## config.mk

```make
export PLATFORM = sky130hd
export DESIGN_NAME = demux8_frame_loader
export DESIGN_NICKNAME = d
export VERILOG_FILES = /design/src/rtl/demux8_frame_loader.sv
export SDC_FILE = /design/constraint.sdc
export NUM_CORES = 1
export LEC_CHECK = 0
export ABC_AREA = 0
export ABC_CLOCK_PERIOD_IN_PS = 1700
export CAP_MARGIN = 0
export CORE_MARGIN = 5
export CORE_UTILIZATION = 48
export DETAILED_ROUTE_END_ITERATION = 8
export PLACE_DENSITY = 0.87
export SLEW_MARGIN = 20
export SYNTH_ARGS = -nofsm -noshare
export SYNTH_HDL_FRONTEND = slang
export SYNTH_SLANG_ARGS = --single-unit
```

## constraint.sdc

```tcl
create_clock -name Clk -period 1.7 [get_ports Clk]
set_clock_uncertainty 0.1 [all_clocks]
set_input_delay 0.51 -clock Clk [delete_from_list [all_inputs] [get_ports Clk]]
set_output_delay 0.51 -clock Clk [all_outputs]
set_load 0.03 [all_outputs]
```

## src/rtl/demux8_frame_loader.sv

```systemverilog
// -----------------------------------------------------------------------------
// demux8_frame_loader
//
// Byte-wide 1-to-8 distributor. Accepted bytes are steered into one of eight
// registered slots A..H. The block tracks which slots hold data and freezes
// a complete 8-byte frame until the consumer acknowledges it. Sel uses the
// same encoding as the paired 8-to-1 byte mux: {Sel[0],Sel[1],Sel[2]} = 0..7
// selects A..H. Sel is declared [0:2] so that Sel[0] is the MSB.
//
// Optional feature macro: DEMUX8_AUTOINC_EN
//   When defined, Auto=1 steers bytes by an internal 3-bit pointer instead
//   of Sel. The Auto choice is captured on the first accept of a frame and
//   held until the block returns to IDLE.
//   When undefined, Auto is ignored and no pointer logic exists.
//
// Ports:
//   Clk      in   rising-edge clock
//   Rst_n    in   asynchronous active-low reset
//   Din      in   WIDTH-bit byte to load
//   Sel      in   [0:2] target slot, Sel[0] is the MSB
//   Valid    in   Din/Sel valid this cycle
//   Ready    out  block can accept a byte (decoded from state)
//   Auto     in   use internal pointer instead of Sel (feature builds only)
//   Ack      in   consumer has taken the full frame
//   Clear    in   synchronous clear of all registers and state
//   A..H     out  WIDTH-bit slot registers
//   Written  out  slot-written mask, bit i = slot i (A = bit 0)
//   Done     out  one-cycle pulse in the first cycle of HOLD
// -----------------------------------------------------------------------------
module demux8_frame_loader #(
  parameter int WIDTH = 8
) (
  input  logic             Clk,
  input  logic             Rst_n,
  input  logic [WIDTH-1:0] Din,
  input  logic [0:2]       Sel,
  input  logic             Valid,
  output logic             Ready,
  input  logic             Auto,
  input  logic             Ack,
  input  logic             Clear,
  output logic [WIDTH-1:0] A,
  output logic [WIDTH-1:0] B,
  output logic [WIDTH-1:0] C,
  output logic [WIDTH-1:0] D,
  output logic [WIDTH-1:0] E,
  output logic [WIDTH-1:0] F,
  output logic [WIDTH-1:0] G,
  output logic [WIDTH-1:0] H,
  output logic [7:0]       Written,
  output logic             Done
);

  typedef enum logic [1:0] {
    S_IDLE = 2'd0,
    S_FILL = 2'd1,
    S_HOLD = 2'd2
  } state_t;

  state_t           r_state;
  logic [WIDTH-1:0] r_slot [8];
  logic [7:0]       r_written;
  logic             r_done;

  logic [2:0]       w_idx;
  logic [7:0]       w_onehot;
  logic [7:0]       w_written_next;
  logic             w_accept;

`ifdef DEMUX8_AUTOINC_EN
  logic [2:0]       r_ptr;
  logic             r_auto_lat;
  logic             w_use_auto;

  // Auto is live only in IDLE; inside a frame the latched choice is used.
  assign w_use_auto = (r_state == S_IDLE) ? Auto : r_auto_lat;
`else
  logic             w_unused;

  // Auto has no function in this build.
  assign w_unused = &{1'b0, Auto};
`endif

  // Ready is decoded straight from state so it drops in the first HOLD cycle.
  assign Ready    = (r_state != S_HOLD);
  assign w_accept = Valid & Ready;

  // Slot index selection and next written mask.
  always_comb begin
    w_idx = {Sel[0], Sel[1], Sel[2]};
`ifdef DEMUX8_AUTOINC_EN
    if (w_use_auto) begin
      w_idx = r_ptr;
    end else begin
      w_idx = {Sel[0], Sel[1], Sel[2]};
    end
`endif
    w_onehot       = 8'd1 << w_idx;
    w_written_next = r_written | w_onehot;
  end

  // Frame FSM with slot registers, written mask and Done pulse.
  always_ff @(posedge Clk or negedge Rst_n) begin
    if (!Rst_n) begin
      r_state   <= S_IDLE;
      r_written <= 8'd0;
      r_done    <= 1'b0;
      for (int i = 0; i < 8; i++) r_slot[i] <= '0;
`ifdef DEMUX8_AUTOINC_EN
      r_ptr      <= 3'd0;
      r_auto_lat <= 1'b0;
`endif
    end else if (Clear) begin
      r_state   <= S_IDLE;
      r_written <= 8'd0;
      r_done    <= 1'b0;
      for (int i = 0; i < 8; i++) r_slot[i] <= '0;
`ifdef DEMUX8_AUTOINC_EN
      r_ptr      <= 3'd0;
      r_auto_lat <= 1'b0;
`endif
    end else begin
      r_done <= 1'b0;
      case (r_state)
        S_IDLE, S_FILL: begin
          if (w_accept) begin
            r_slot[w_idx] <= Din;
            r_written     <= w_written_next;
`ifdef DEMUX8_AUTOINC_EN
            r_ptr <= r_ptr + 3'd1;
            if (r_state == S_IDLE) begin
              r_auto_lat <= Auto;
            end else begin
              r_auto_lat <= r_auto_lat;
            end
`endif
            // Overwrites leave the mask unchanged, so only a truly new
            // slot can complete the frame.
            if (w_written_next == 8'hFF) begin
              r_state <= S_HOLD;
              r_done  <= 1'b1;
            end else begin
              r_state <= S_FILL;
            end
          end else begin
            r_state <= r_state;
          end
        end
        S_HOLD: begin
          // Ack releases the mask only; slot data stays for the consumer.
          if (Ack) begin
            r_state   <= S_IDLE;
            r_written <= 8'd0;
`ifdef DEMUX8_AUTOINC_EN
            r_ptr <= 3'd0;
`endif
          end else begin
            r_state <= S_HOLD;
          end
        end
        default: begin
          r_state   <= S_IDLE;
          r_written <= 8'd0;
        end
      endcase
    end
  end

  assign A       = r_slot[0];
  assign B       = r_slot[1];
  assign C       = r_slot[2];
  assign D       = r_slot[3];
  assign E       = r_slot[4];
  assign F       = r_slot[5];
  assign G       = r_slot[6];
  assign H       = r_slot[7];
  assign Written = r_written;
  assign Done    = r_done;

endmodule

```

== Word level (Yosys, flattened, before mapping) ==
Index checks and enable logic that the tools add are counted.
Operators by class
  bitwise operators: 3
  magnitude comparators: 2
  shift operators: 1
  multiplexer cells: 19
  reductions and logical operators: 7
  equality and inequality tests: 6
Operator list (count)
  64-bit two-way mux: 3
  64-bit bitwise mux: 1
  8-bit two-way mux: 4
  8-bit demux with 3-bit select: 1
  8-bit one-hot mux with 2 select lines: 1
  8-bit == test (second input constant): 1
  2-bit two-way mux: 4
  8-bit bitwise OR: 1
  1-bit by 3-bit << shifter with 8-bit output (first input constant): 1
  3-bit != test (second input constant): 2
  4-bit >= comparator (second input constant): 1
  4-bit by 1-bit less-than comparator with 1-bit output (second input constant): 1
  1-bit two-way mux: 4
  3-bit inverter with 4-bit output: 1
  2-bit one-hot mux with 2 select lines: 1
  2-bit AND reduction: 2
  2-bit nonzero test: 2
  2-bit by 1-bit == test with 1-bit output (second input constant): 1
  2-bit == test (second input constant): 1
  2-bit zero test: 1
  2-bit != test (second input constant): 1
  2-bit OR reduction: 1
  1-bit bitwise AND: 1
  1-bit logical AND: 1
Storage, ports and cells
  word-level logic and storage cells: 49
  input bits: 17
  bits in registers: 75

== Depth between registers and ports, before layout ==
Gate-level depths: netlist (run 1).
  depth in word-level cells: 9
  gate-level depth with buffers: 6

== Worst setup path after synthesis (run 1) ==
OpenSTA, ideal clock, no wires.
  path kind: in2reg
  start: input Sel[1] (netlist bit)
  end: register r_slot, in the netlist F[5]
  required time: 1.468 ns
  library setup time: 0.132 ns
  arrival time: 1.430 ns
  setup slack: 0.038 ns
  stages on the path: 5
  buffers on the path: 1
  cells stage by stage: buf_2 > nor3b_4 > nand3_4 > mux2i_1 > nor2_1
Between the ends
  cells in the longest elaborated chain, start to end: 9
Ends and longest elaborated chain
  from (decl): RTL line 36  | input logic [0:2] Sel,
  3-bit inverter with 4-bit output (not written as such) (*): RTL line 127  | r_slot[w_idx] <= Din;
  4-bit >= comparator (not written as such) / 4-bit by 1-bit less-than comparator with 1-bit output (equally long branches): RTL line 127
  1-bit logical AND (not written as such): RTL line 127
  8-bit two-way mux (not written as such): RTL line 127
  8-bit demux with 3-bit select (*): RTL line 127
  64-bit bitwise mux (*): RTL line 127
  64-bit two-way mux (*): RTL line 126  | if (w_accept) begin
  64-bit two-way mux (*): RTL line 124  | case (r_state)
  64-bit two-way mux (*): RTL line 113  | end else if (Clear) begin
  to (signal, indexed assignment): RTL line 127
  to (decl): RTL line 61  | logic [WIDTH-1:0] r_slot [8];
Every way passes the cells marked *; elsewhere a longest branch is shown, timed or not. The select of a mux whose other input is x is not followed.
A chain may end at the register's enable or synchronous reset.

== Worst setup path in the final report (run 1) ==
  start: register r_state[1]
  end: output Ready
Between the ends
  cells in the longest elaborated chain, start to end: 1
Ends and longest elaborated chain
  from (decl): RTL line 60  | state_t r_state;
  from (signal assigned): RTL line 146  | r_state <= r_state;
  2-bit != test: RTL line 85  | assign Ready = (r_state != S_HOLD);
  to (decl): RTL line 38  | output logic Ready,
Every way passes these cells.

==> results, run 1 <==
- The run finished with clean final reports.
- The antenna diode count is 0.
- Setup violations remaining at the end of the flow were counted as 0.
- Counting flops and latches in the post-synthesis netlist gives 75.
- Clock-pin slew was measured on the worst setup and hold paths at 0.08 ns.
- The count of unresolved DRC violations after routing is 0.
- Dividing the detail-routed via count by the number of cells gives 5.28.
- For this run, the register share of the synthesized area comes to 0.566.
- The post-route worst setup slack is 0.0269 ns.
- The fill cell total of the finished layout is 527.
- The final-report hold violation count is 0.
- The clock passes through at most 2 buffers.
- The count of pins on the block boundary is 91.
- The worst setup path is captured at an output pin.
- The tool flagged a number of max-cap violations equal to 0.
- Setup repair after global routing could not meet its margin everywhere.
- The worst-case IR drop observed on VDD is 0.389 mV.
- The maximum fanout encountered on the critical timing path is 4.
- The initial standard-cell utilization of the core is 0.491.
- The CTS sink count is 75.
- The first global-routing pass estimated 14200 um of wire.
- The critical path is of the register to output pin type.
- The final weighted congestion in routability-driven placement is 0.836.
- The number of vias in the routed layout is 2730.
- Of the cells placed in the final design, the portion with a size suffix greater than 1 is 0.359.
- After floorplanning, the core was sized to cover 0.00676 sq mm.
- The distinct cell type count after synthesis is 32.
- Summed over all layers, the global routing overflow is 0.
- Counting every net in the synthesized netlist gives 317.
- After the last flow step, the layout net total stands at 449.
- The clock root buffer master is sky130_fd_sc_hd__clkbuf_8.
- The synthesized-area fraction occupied by adder cells is 0.
- By area the synthesized netlist is led by sky130_fd_sc_hd__dfrtp_1 57%, sky130_fd_sc_hd__mux2i_1 15%, sky130_fd_sc_hd__nor2_1 5.9%.
- The H-tree was split into 3 levels.
- The first TritonRoute pass finished after 4 iterations.
- The total of buffers placed on input and output ports is 89.
- The mean routed wirelength per cell is 16.8 um.
- The die is 93.1 um wide.
- The mean instance size in the synthesized netlist is 11.1 sq um.
- The highest metal layer with signal wires is met4.
- The dominant combinational cell family by area after synthesis is simple AND/OR/NAND/NOR gates.
- The timing-limited maximum frequency is 598 MHz.
- The die is 93.1 um tall.
- Detailed routing placed a total of 452 um of wire on met3.
- After routing the design area is 0.00478 sq mm.
- For the pin with the worst max-slew slack, the measured transition is 0.404 ns.
- Of the total synthesized cell area, the portion taken by AND, OR, NAND and NOR gates is 0.186.
- Of the total synthesized cell area, the portion taken by XOR and XNOR cells is 0.
- The number of warnings reported in the yosys synthesis log is 0.
- The mapped netlist covers 0.00332 sq mm.
- The number of nets with antenna violations after detailed routing is 0.
- The path category of the worst min-delay check is primary input to register.
- The post-route clock period utilization is 0.984.
- Measured against the total synthesized area, the mux share comes to 0.151.
- The headroom to the max-slew limit is 0.730.
- After detailed routing, the wire length on met1 is 3820 um.
- The launching element type of the critical path is a register.
- Timing analysis after detailed placement gives a worst setup slack of -0.520 ns.
- The final critical delay including setup and external delays is 1.67 ns.
- The library cells used most frequently in the layout, excluding fill and tap cells, are 74 x sky130_fd_sc_hd__dfrtp_1, 52 x sky130_fd_sc_hd__nor2_1, 51 x sky130_fd_sc_hd__buf_4.
- The number of buffers inserted during clock tree synthesis is 9.
- The number of antenna violations at the first check in global routing is 0.
- The post-synthesis compound-gate area fraction is 0.0558.
- The overall die area is 0.00867 sq mm.
- Of the post-synthesis cell area, the dominant cell type holds 0.566.
- In this run the static leakage power is 2.38 nW.
- The total routed wirelength is 8670 um.
- The worst hold-check slack is 0.414 ns.
- The end-of-flow core utilization is 0.707.
- Data arrives at the worst endpoint at 1.06 ns.
- The clock tree from TritonCTS is yes.
- The most frequent standard cell in the layout excluding fill and tap cells is sky130_fd_sc_hd__dfrtp_1.
- Counting every instance in the synthesized netlist gives 300.
- The area added between synthesis and finish is 44.0%.
- In the global route stage, overall resource usage came out at 0.210.
- STA puts the critical path data required time at 1.09 ns.
- The power density over the cells is 743 mW/mm^2.
- The wire-length estimate of the detail-placed layout is 6250 um.
- The later pin in the worst-skew pair is clocked with a latency of 0.34 ns.
- The initial DRC count is 102.
- The number of pins with negative max-slew slack in the final report is 0.
- The cell accounting for the most synthesized area is sky130_fd_sc_hd__dfrtp_1.
- The floorplan has 30 rows.
- The number of global-route vias before repair is 2835.
- The length of routed met2 wiring is 4190 um.
- The design draws 3.55 mW.
- The pin count of the biggest net entering global routing is 42.
- The cell area after placement is 0.00460 sq mm.
final timing paths:
kind	startpoint	endpoint	slack, ns	cells past startpoint
max	r_state[1]$_DFFE_PN0P_	Ready	0.03	3
min	Clear	r_state[0]$_DFFE_PN0P_	0.41	4
max reg2reg	r_state[1]$_DFFE_PN0P_	E[2]$_DFFE_PN0P_	0.08	6
min reg2reg	B[7]$_DFFE_PN0P_	B[7]$_DFFE_PN0P_	0.42	2
max in group asynchronous	Rst_n	r_state[1]$_DFFE_PN0P_	0.59	3
min in group asynchronous	Rst_n	D[2]$_DFFE_PN0P_	0.46	2
where the power goes:
part           switching [mW]  internal (mW)
clock network           0.666          0.533
registers              0.0240           1.82
logic                   0.298          0.207
total                   0.988           2.56
worst max-delay path, cell delays in order (launching register included):
cell	delay, ns
sky130_fd_sc_hd__dfrtp_2	0.42
sky130_fd_sc_hd__buf_6	0.13
sky130_fd_sc_hd__nand2b_4	0.05
sky130_fd_sc_hd__buf_6	0.12
metrics by stage:
stage / std cells / setup TNS [ns]
after floorplan: 300 / 0
after global placement: 497 / -30.54
after detailed placement: 497 / -31.85
after CTS: 515 / 0
after global routing: 517 / -0.00868
final: 517 / 0
Yosys cell counts (all sizes together):
master,n
or4b,1
nand3,20
nor3,1
nand4b,2
o21ai,4
mux2i,50
a22o,6
a31oi,1
nand2,24
nor3b,1
nand4,3
dfrtp,75
and4,1
nand3b,1
and3,1
buf,11
a21oi,18
clkbuf,14
o31ai,1
nor2,55
nand2b,2
o311ai,1
or3b,1
nor2b,6
cell families after synthesis:
logic type,after synthesis
DFF,75
and+or+nand+nor,119
AOI/OAI and AO/OA,31
muxes,50
buffers and inverters,25
area by class of cell:
class / count / area (sq um) / share of cell area
well taps: 80 / 100 / 0.0210
clock buffers: 10 / 128 / 0.0267
repair buffers: 146 / 1320 / 0.276
flip-flops and latches: 75 / 1880 / 0.393
clock inverters: 6 / 40.0 / 0.00838
multi-input cells: 200 / 1310 / 0.275
flip-flops by register name, summed over array words and instances (netlist names):
name and cells:
E 8, G 8, r_state 2, A 8
Written 8, H 8, C 8, F 8
Done 1, D 8, B 8
routing by layer:
layer	track usage	vias to the layer above
met5	0	-
met4	0.0977	0
met3	0.0338	18
met2	0.331	100
met1	0.286	1326
li1	-	1286
timing repair:
item                                   CTS  global route
resized for setup                      195            26
buffers inserted                         1             2
hold buffers                             1             0
pin swaps                                0             1
endpoints found under the hold margin   12             0
setup endpoints to repair              132            30
gates cloned                             0             0
Power figures use the tool's default switching activity.
==> run 2, diff against run 1 <==
Settings changed: GPL_TIMING_DRIVEN set to 1.
==> results of run 2 <==
No change in the layout: final DEF, timing and power equal those of run 1.
